<file path="config.mk">
export PLATFORM = sky130hd
export DESIGN_NAME = uncache_wbuf
export DESIGN_NICKNAME = d
export VERILOG_FILES = /design/src/rtl/uncache_pkg.sv /design/src/rtl/uncache_wfifo.sv /design/src/rtl/uncache_wbuf.sv
export SDC_FILE = /design/constraint.sdc
export NUM_CORES = 1
export LEC_CHECK = 0
export ABC_CLOCK_PERIOD_IN_PS = 4130
export CAP_MARGIN = 20
export CORE_ASPECT_RATIO = 0.6
export CORE_UTILIZATION = 30
export CTS_BUF_LIST = sky130_fd_sc_hd__clkbuf_16
export CTS_CLUSTER_SIZE = 25
export DETAILED_ROUTE_END_ITERATION = 8
export HOLD_SLACK_MARGIN = 0.08
export PLACE_DENSITY_LB_ADDON = 0.08
export SETUP_SLACK_MARGIN = 0.05
export SLEW_MARGIN = 20
export SYNTH_ARGS = -nofsm -noshare
export SYNTH_HDL_FRONTEND = slang
export SYNTH_SLANG_ARGS = --single-unit
</file>
<file path="constraint.sdc">
create_clock -name clk -period 4.13 [get_ports clk]
set_input_delay 1.0325 -clock clk [delete_from_list [all_inputs] [get_ports clk]]
set_output_delay 1.0325 -clock clk [all_outputs]
set_load 0.05 [all_outputs]
</file>
<file path="src/rtl/uncache_pkg.sv">
// uncache_pkg: shared read-FSM states and the default write-buffer entry layout
package uncache_pkg;
  typedef enum logic [1:0] {IDLE, WAIT_WB, RD, RESP} rd_state_t;
  localparam int UC_ADDR_WD = 32;
  localparam int UC_DATA_WD = 32;
  typedef struct packed {
    logic [UC_ADDR_WD-1:0]   addr;
    logic [UC_DATA_WD-1:0]   data;
    logic [UC_DATA_WD/8-1:0] strb;
  } wbuf_entry_t;
endpackage

</file>
<file path="src/rtl/uncache_wfifo.sv">
// uncache_wfifo: in-order store FIFO with full/empty and a word-address hazard match
module uncache_wfifo #(
  parameter int ADDR_WD = 32,
  parameter int DATA_WD = 32,
  parameter int DEPTH = 4,
  localparam int STRB_WD = DATA_WD / 8
) (
  input  logic               clk,
  input  logic               rst,
  input  logic               push,
  input  logic [ADDR_WD-1:0] in_addr,
  input  logic [DATA_WD-1:0] in_data,
  input  logic [STRB_WD-1:0] in_strb,
  input  logic               pop,
  output logic [ADDR_WD-1:0] out_addr,
  output logic [DATA_WD-1:0] out_data,
  output logic [STRB_WD-1:0] out_strb,
  output logic               full,
  output logic               empty,
  input  logic [ADDR_WD-3:0] match_word,
  output logic               match_any
);
  localparam int PW = $clog2(DEPTH);
  typedef struct packed {
    logic [ADDR_WD-1:0] addr;
    logic [DATA_WD-1:0] data;
    logic [STRB_WD-1:0] strb;
  } entry_t;
  entry_t mem [DEPTH];
  logic [DEPTH-1:0] vld, hit;
  logic [PW-1:0] wr_ptr, rd_ptr;
  logic [PW:0] count;
  logic do_push, do_pop;
  assign full = count == (PW+1)'(DEPTH);
  assign empty = count == '0;
  assign do_push = push & ~full;
  assign do_pop = pop & ~empty;
  assign {out_addr, out_data, out_strb} = mem[rd_ptr];
  for (genvar g = 0; g < DEPTH; g++) begin : g_hit
    assign hit[g] = vld[g] & (mem[g].addr[ADDR_WD-1:2] == match_word);
  end
  assign match_any = |hit;
  // entry storage, written at the tail; no reset needed since vld gates every use
  always_ff @(posedge clk) begin
    if (do_push) mem[wr_ptr] <= '{addr: in_addr, data: in_data, strb: in_strb};
  end
  // pointers wrap naturally at DEPTH; vld tracks live slots for the match
  always_ff @(posedge clk) begin
    if (rst) begin
      wr_ptr <= '0;
      rd_ptr <= '0;
      count <= '0;
      vld <= '0;
    end else begin
      if (do_pop) begin
        vld[rd_ptr] <= 1'b0;
        rd_ptr <= rd_ptr + 1'b1;
      end
      if (do_push) begin
        vld[wr_ptr] <= 1'b1;
        wr_ptr <= wr_ptr + 1'b1;
      end
      count <= count + (PW+1)'(do_push) - (PW+1)'(do_pop);
    end
  end
endmodule

</file>
<file path="src/rtl/uncache_wbuf.sv">
// uncache_wbuf: posted-store write buffer plus blocking single-beat uncached loads
module uncache_wbuf
  import uncache_pkg::*;
#(
  parameter int ADDR_WD = 32,
  parameter int DATA_WD = 32,
  parameter int WBUF_DEPTH = 4,
  parameter int STRICT_ORDER = 1,
  localparam int STRB_WD = DATA_WD / 8
) (
  input  logic               clk,
  input  logic               rst,
  output logic               stallreq,
  input  logic               conf_en,
  input  logic [STRB_WD-1:0] conf_wen,
  input  logic [ADDR_WD-1:0] conf_addr,
  input  logic [DATA_WD-1:0] conf_wdata,
  output logic [DATA_WD-1:0] conf_rdata,
  output logic               rd_req,
  output logic [ADDR_WD-1:0] rd_addr,
  input  logic [DATA_WD-1:0] rd_data,
  input  logic               rd_done,
  output logic               wr_req,
  output logic [STRB_WD-1:0] wr_wstrb,
  output logic [ADDR_WD-1:0] wr_addr,
  output logic [DATA_WD-1:0] wr_data,
  input  logic               wr_done,
  output logic               wbuf_empty
);
  rd_state_t state, state_nx;
  logic st, ld, full, empty, match_any, haz;
  logic [ADDR_WD-1:0] addr_q, head_addr, match_addr;
  logic [DATA_WD-1:0] head_data;
  logic [STRB_WD-1:0] head_strb;
  assign st = conf_en & |conf_wen;
  assign ld = conf_en & ~|conf_wen;
  assign match_addr = state == IDLE ? conf_addr : addr_q;
  assign haz = STRICT_ORDER != 0 ? ~empty : match_any;
  assign stallreq = (st & full) | (state == IDLE ? ld : state != RESP);
  assign wr_req = ~empty;
  assign wr_addr = empty ? '0 : head_addr;
  assign wr_data = empty ? '0 : head_data;
  assign wr_wstrb = empty ? '0 : head_strb;
  assign wbuf_empty = empty;
  assign rd_req = state == RD;
  assign rd_addr = addr_q;
  uncache_wfifo #(.ADDR_WD(ADDR_WD), .DATA_WD(DATA_WD), .DEPTH(WBUF_DEPTH)) u_fifo (
    .clk(clk),
    .rst(rst),
    .push(st),
    .in_addr(conf_addr),
    .in_data(conf_wdata),
    .in_strb(conf_wen),
    .pop(wr_done & wr_req),
    .out_addr(head_addr),
    .out_data(head_data),
    .out_strb(head_strb),
    .full(full),
    .empty(empty),
    .match_word(match_addr[ADDR_WD-1:2]),
    .match_any(match_any)
  );
  // load sequencing: wait out the write hazard, issue one read, release the pipe for a cycle
  always_comb begin
    state_nx = state;
    case (state)
      IDLE:    state_nx = ld ? (haz ? WAIT_WB : RD) : IDLE;
      WAIT_WB: state_nx = haz ? WAIT_WB : RD;
      RD:      state_nx = rd_done ? RESP : RD;
      default: state_nx = IDLE;
    endcase
  end
  // state, captured load address and returned load data
  always_ff @(posedge clk) begin
    if (rst) begin
      state <= IDLE;
      addr_q <= '0;
      conf_rdata <= '0;
    end else begin
      state <= state_nx;
      if (state == IDLE && ld) addr_q <= conf_addr;
      if (state == RD && rd_done) conf_rdata <= rd_data;
    end
  end
endmodule

</file>
* Word level (Yosys, flattened, before mapping)
Memories as Yosys holds them, arrays and structs flattened. A register that Yosys moved wholly into a read port is not among the register bits.
Cells that the tools add are included.
** Storage, ports and cells
- Bits in registers :: 73
- Bits in latches :: 0
- Memory bits (writable) :: 272
- ROM bits :: 0
- Word-level logic and storage cells :: 42
- Memories :: 1
** Memories
- u_fifo.mem :: words 4, width 68, rd ports 1, clocked after memory_dff 1, write ports 1, RTL line uncache_wfifo.sv:29 : entry_t mem [DEPTH];
** Operators by class
- $add $sub $neg :: 4
- $mul :: 0
- Div/mod/pow operators :: 0
- Magnitude comparators :: 0
- Eq/ne operators :: 4
- Shift operators :: 0
- Mux-type cells :: 12
- Bitwise logic cells :: 9
- Reductions and logical operators :: 6
** Operators by type and width (count)
- 32-bit 2-to-1 mux :: 2
- 2-bit 2-to-1 mux :: 4
- 1-bit AND :: 6
- 2-bit case mux with 3 select lines :: 1
- 2-bit by 1-bit adder with 2-bit output, second input constant :: 2
- 1-bit 2-to-1 mux :: 4
- 4-bit 2-to-1 mux :: 1
- 4-bit OR reduction :: 1
- 3-bit by 1-bit adder with 3-bit output :: 1
- 3-bit equality test, second input constant :: 1
- 3-bit logical NOT :: 1
- 3-bit by 1-bit subtractor with 3-bit output :: 1
- 2-bit by 1-bit equality test with 1-bit output, second input constant :: 1
- 2-bit equality test, second input constant :: 1
- 1-bit logical AND :: 2
- 2-bit logical NOT :: 1
- 2-bit != test, second input constant :: 1
- 1-bit NOT :: 2
- 1-bit logical NOT :: 1
- 1-bit OR :: 1

* Logic depth before layout (Yosys ltp)
- Word-level depth :: 6
- Depth in mapped cells :: 8

* Cells and area by module
From an unflattened synthesis, not the netlist that was laid out.
** Second synthesis, totals
- Cell total of the unflattened synthesis :: 1004
- Area total of the unflattened synthesis :: 15344.7 µm²
** Modules (own cells, without submodules)
- uncache_wfifo :: instances 1, cells each 597, area each 11825.1 µm²
- uncache_wbuf :: instances 1, cells each 407, area each 3519.6 µm²

* Worst setup path after synthesis
No wires, ideal clock.
- Path kind :: input to register
- Start point :: input conf_wen[1]
- End point :: memory u_fifo.mem[0][0] (netlist bit), enable pin
- Setup time :: 0.433 ns
- Arrival time :: 3.093 ns
- Setup slack :: 0.604 ns
- Cell stages on the path :: 3
- Buffers on the path :: 0
- Path through :: o41ai_1 a21oi_1 and2_1
** Between the ends
- Cells in the longest elaborated chain, start to end :: 5
** Ends and longest elaborated chain
- from (decl) :: RTL line uncache_wbuf.sv:15 : input logic [STRB_WD-1:0] conf_wen,
- 4-bit OR reduction :: RTL line uncache_wbuf.sv:35 : assign st = conf_en & |conf_wen;
- 1-bit AND :: RTL line uncache_wbuf.sv:35
- 1-bit AND :: RTL line uncache_wfifo.sv:36 : assign do_push = push & ~full;
- named net u_fifo.do_push :: RTL line uncache_wfifo.sv:33 : logic do_push, do_pop;
- 1-bit 2-to-1 mux :: RTL line uncache_wfifo.sv:45 : if (do_push) mem[wr_ptr] <= '{addr: in_addr, data: in_data, strb: in_strb};
- 1-bit 2-to-1 mux (implied by the code) :: RTL line uncache_wfifo.sv:45
- to (decl) :: RTL line uncache_wfifo.sv:29
The timed path passes the listed nets, and every way through them passes these cells.

* Worst setup path after layout
- Start point :: input conf_wen[1]
- End point :: output stallreq
** Between the ends
- Cells in the longest elaborated chain, start to end :: 5
- Elaborated cells on any way between the ends :: 7
** Ends and longest elaborated chain
- 4-bit OR reduction (*) :: RTL line uncache_wbuf.sv:35, uncache_wbuf.sv:36
- 1-bit logical NOT :: RTL line uncache_wbuf.sv:36 : assign ld = conf_en & ~|conf_wen;
- 1-bit AND :: RTL line uncache_wbuf.sv:36
- 1-bit 2-to-1 mux :: RTL line uncache_wbuf.sv:39 : assign stallreq = (st & full) | (state == IDLE ? ld : state != RESP);
- 1-bit OR (*) :: RTL line uncache_wbuf.sv:39
- to (decl) :: RTL line uncache_wbuf.sv:13 : output logic stallreq,
Mark *: on every way between the ends. The rest lies on a longest branch, timed or not.

==> out/results.tsv <==
metric	value	unit
hp-class	flop to flop	
syn_area_per_cell	17.2	um^2
placed_area	0.0167	mm^2
final-setup-viol-count	0	
netlist_instances	779	
max_cap_violations	0	
failed_checks	DRC	
clock_skew	23.9	ps
grt_pass1_wl	47400	um
reg2reg_depth	4	
fin_setup_tns	0	ps
grt_overflow	0	
rsz0062_at_grt	no	
post-route-min-period	3890	ps
drive_gt1_frac	0.151	
rows	59	
ant_nets	0	
insertion_delay	530	ps
crit_start	conf_wen[1]	
fmax	257	MHz
synth_compound_area_frac	0.0159	
ys.warnings.count	0	
synthMuxAreaShare	0.140	
r2r-start	u_fifo.count[1]$_SDFF_PP0_	
p_leak	5.75	nW
dp_hpwl	20200	um
regToRegSetupSlack	1920	ps
r2r-end	u_fifo.mem[1][62]$_DFFE_PP_	
powerDensity	646	mW/mm^2
drv_slew	0	
vias	7318	
worstMarginPinSlew	890	ps
synth_fa_ha_area_frac	0.00711	
die_w	275	um
outcome	finished, violations left	
area_growth	33.6	%
htree_levels	2	
synth-seq-cells	347	
fin_area	0.0179	mm^2
worstPathRequired	3100	ps
die_height	166	um
worstPathArrival	2860	ps
place_congestion	0.717	
crit_path_end_kind	output port	
synth_top_family_by_area	multiplexers	
ir_drop	0.249	mV
endpoint	stallreq	
start_util	0.307	
wl	31400	um
n_fill_cell	3993	
wire_per_inst	19.1	um
final_hold_viol_count	0	
dieArea	0.0455	mm^2
dr.pass1.iters	8	
hold_depth	2	
max-clock-path-buffers	3	
cts-root-buf	clkbuf_16	
fin_crit_sh	0.943	
min_from	conf_rdata[22]$_SDFFE_PP0N_	
drt_iter0_drc	464	
yosys.area_share.simple	0.0922	
critical_path.cell_chain	clkdlybuf4s50_1 > or4_4 > or3b_2 > nand3_1 > buf_12	
path_class	input port to output port	
cp-start-kind	input port	
viasPerCell	4.44	
cts.sinks	347	
ys_seq_area_frac	0.723	
grt_pass1_vias	7540	
syn_nets	891	
coreArea	0.0436	mm^2
finalNetCount	1153	
place.port_buffers	240	
antenna_found_initial	1	
drc	16	
numCtsBuffers	37	
path_clk_slew	60	ps
grt_start_max_net_pins	102	
ys_types	35	
crit_path_max_incr_delay	580	ps
ios	241	
grt_usage	0.139	
cts_tree	done	
syn-cell-area	0.0134	mm^2
fin_util	0.410	
crit_fanout	3	
maxSlewHeadroom	0.407	
synth_xor_area_frac	0.00327	
cp_slowest_cell	or4_4	
## kinds of logic (layout without fill, tap and decap cells)
family | count (synthesis) | in the layout
AOI/OAI and AO/OA | 40 | 40
xor gates and xnor gates | 5 | 5
adders and majority gates | 7 | 7
buffers and inverters | 56 | 346
DFF | 347 | 347
muxes | 102 | 102
other | 0 | 1
and+or+nand+nor | 222 | 222
## stage by stage
| stage | cells | setup WS (ps) | hold slack, ps | power (mW) |
|---|---|---|---|---|
| floorplan | 779 | 604 | 481 | 6.97 |
| global placement | 1580 | 235 | 442 | 8.52 |
| detailed placement | 1580 | 241 | 447 | 8.51 |
| CTS | 1647 | 82.0 | 455 | 11.7 |
| global route | 1648 | 173 | 469 | 12.1 |
| finish | 1649 | 237 | 454 | 11.5 |
## worst max-delay path, delay by kind of cell
kind	cells	cell delay, ps
buf+inv	2	590
simple gates	3	1230
## power by group
part	internal [mW]	leakage [nW]	switching, mW	total (mW)
clock network	1.83	0.580	1.35	3.18
logic	1.62	2.08	2.54	4.15
registers	4.08	3.10	0.130	4.21
## how the worst min path moves through the flow
stage / to / slack, ps
final: conf_rdata[22]$_SDFFE_PP0N_ / 450
after global routing: conf_rdata[2]$_SDFFE_PP0N_ / 470
after CTS: conf_rdata[2]$_SDFFE_PP0N_ / 450
after detailed placement: conf_rdata[2]$_SDFFE_PP0N_ / 450
after global placement: conf_rdata[25]$_SDFFE_PP0N_ / 440
after floorplan: u_fifo.wr_ptr[1]$_SDFFE_PP0P_ / 480
## cell type report
class                           count  area (um^2)  area share
Timing Repair Buffer              271         2810       0.157
Sequential cell                   347         9680       0.542
Clock inverter                     28          174     0.00973
Clock buffer                       39          976      0.0546
Antenna cell                        1         2.50    0.000140
Inverter                            8         30.0     0.00168
Multi-Input combinational cell    376         3470       0.194
Tap cell                          579          724      0.0405
## synth_stat cells (all sizes together)
master | number | area, um^2
edfxtp | 272 | 8170
dfxtp | 75 | 1500
and2 | 72 | 450
mux4 | 68 | 1530
nand2b | 66 | 413
nand2 | 64 | 240
clkbuf | 36 | 136
a21oi | 35 | 175
mux2i | 33 | 330
buf | 12 | 80.1
nor2 | 9 | 33.8
inv | 8 | 30.0
ha | 6 | 75.1
nor2b | 3 | 18.8
xnor2 | 3 | 26.3
xor2 | 2 | 17.5
a211oi | 1 | 7.51
and3b | 1 | 8.76
fa | 1 | 20.0
mux2 | 1 | 11.3
nand3 | 1 | 5.00
nand3b | 1 | 7.51
nand4 | 1 | 6.26
nor4b | 1 | 23.8
o21ai | 1 | 5.00
o311ai | 1 | 8.76
o31ai | 1 | 7.51
o41ai | 1 | 8.76
or3 | 1 | 6.26
or3b | 1 | 8.76
or4 | 1 | 11.3
## cells in the final DEF (no fill, tap or decap), drive strengths merged, types with 2 or more instances in the layout
cell           count
edfxtp           272
clkdlybuf4s50    238
dfxtp             75
and2              72
mux4              68
nand2b            66
nand2             64
clkbuf            39
a21oi             35
mux2i             33
buf               33
clkinv            20
inv               13
nor2               9
ha                 6
nor2b              3
xnor2              3
xor2               2
bufinv             2
## metal layers
metal,GRT usage,wire length [um]
met1,0.192,14700
met5,0,16
met3,0.0324,1450
met2,0.220,14700
met4,0.0369,579
## sequential cells by signal, indices dropped and copies added (netlist names), named ones only
name and flops:
conf_rdata 32, rd_addr 32, state 2, u_fifo.count 3, u_fifo.mem 272, u_fifo.rd_ptr 2
u_fifo.wr_ptr 2
## repair_timing
item | in CTS | in global routing
hold buffers | 0 | 0
resized for setup | 0 | 0
endpoints found under the setup margin | 0 | 3
setup buffers | 0 | 1
(Power assumes the default switching activity.)
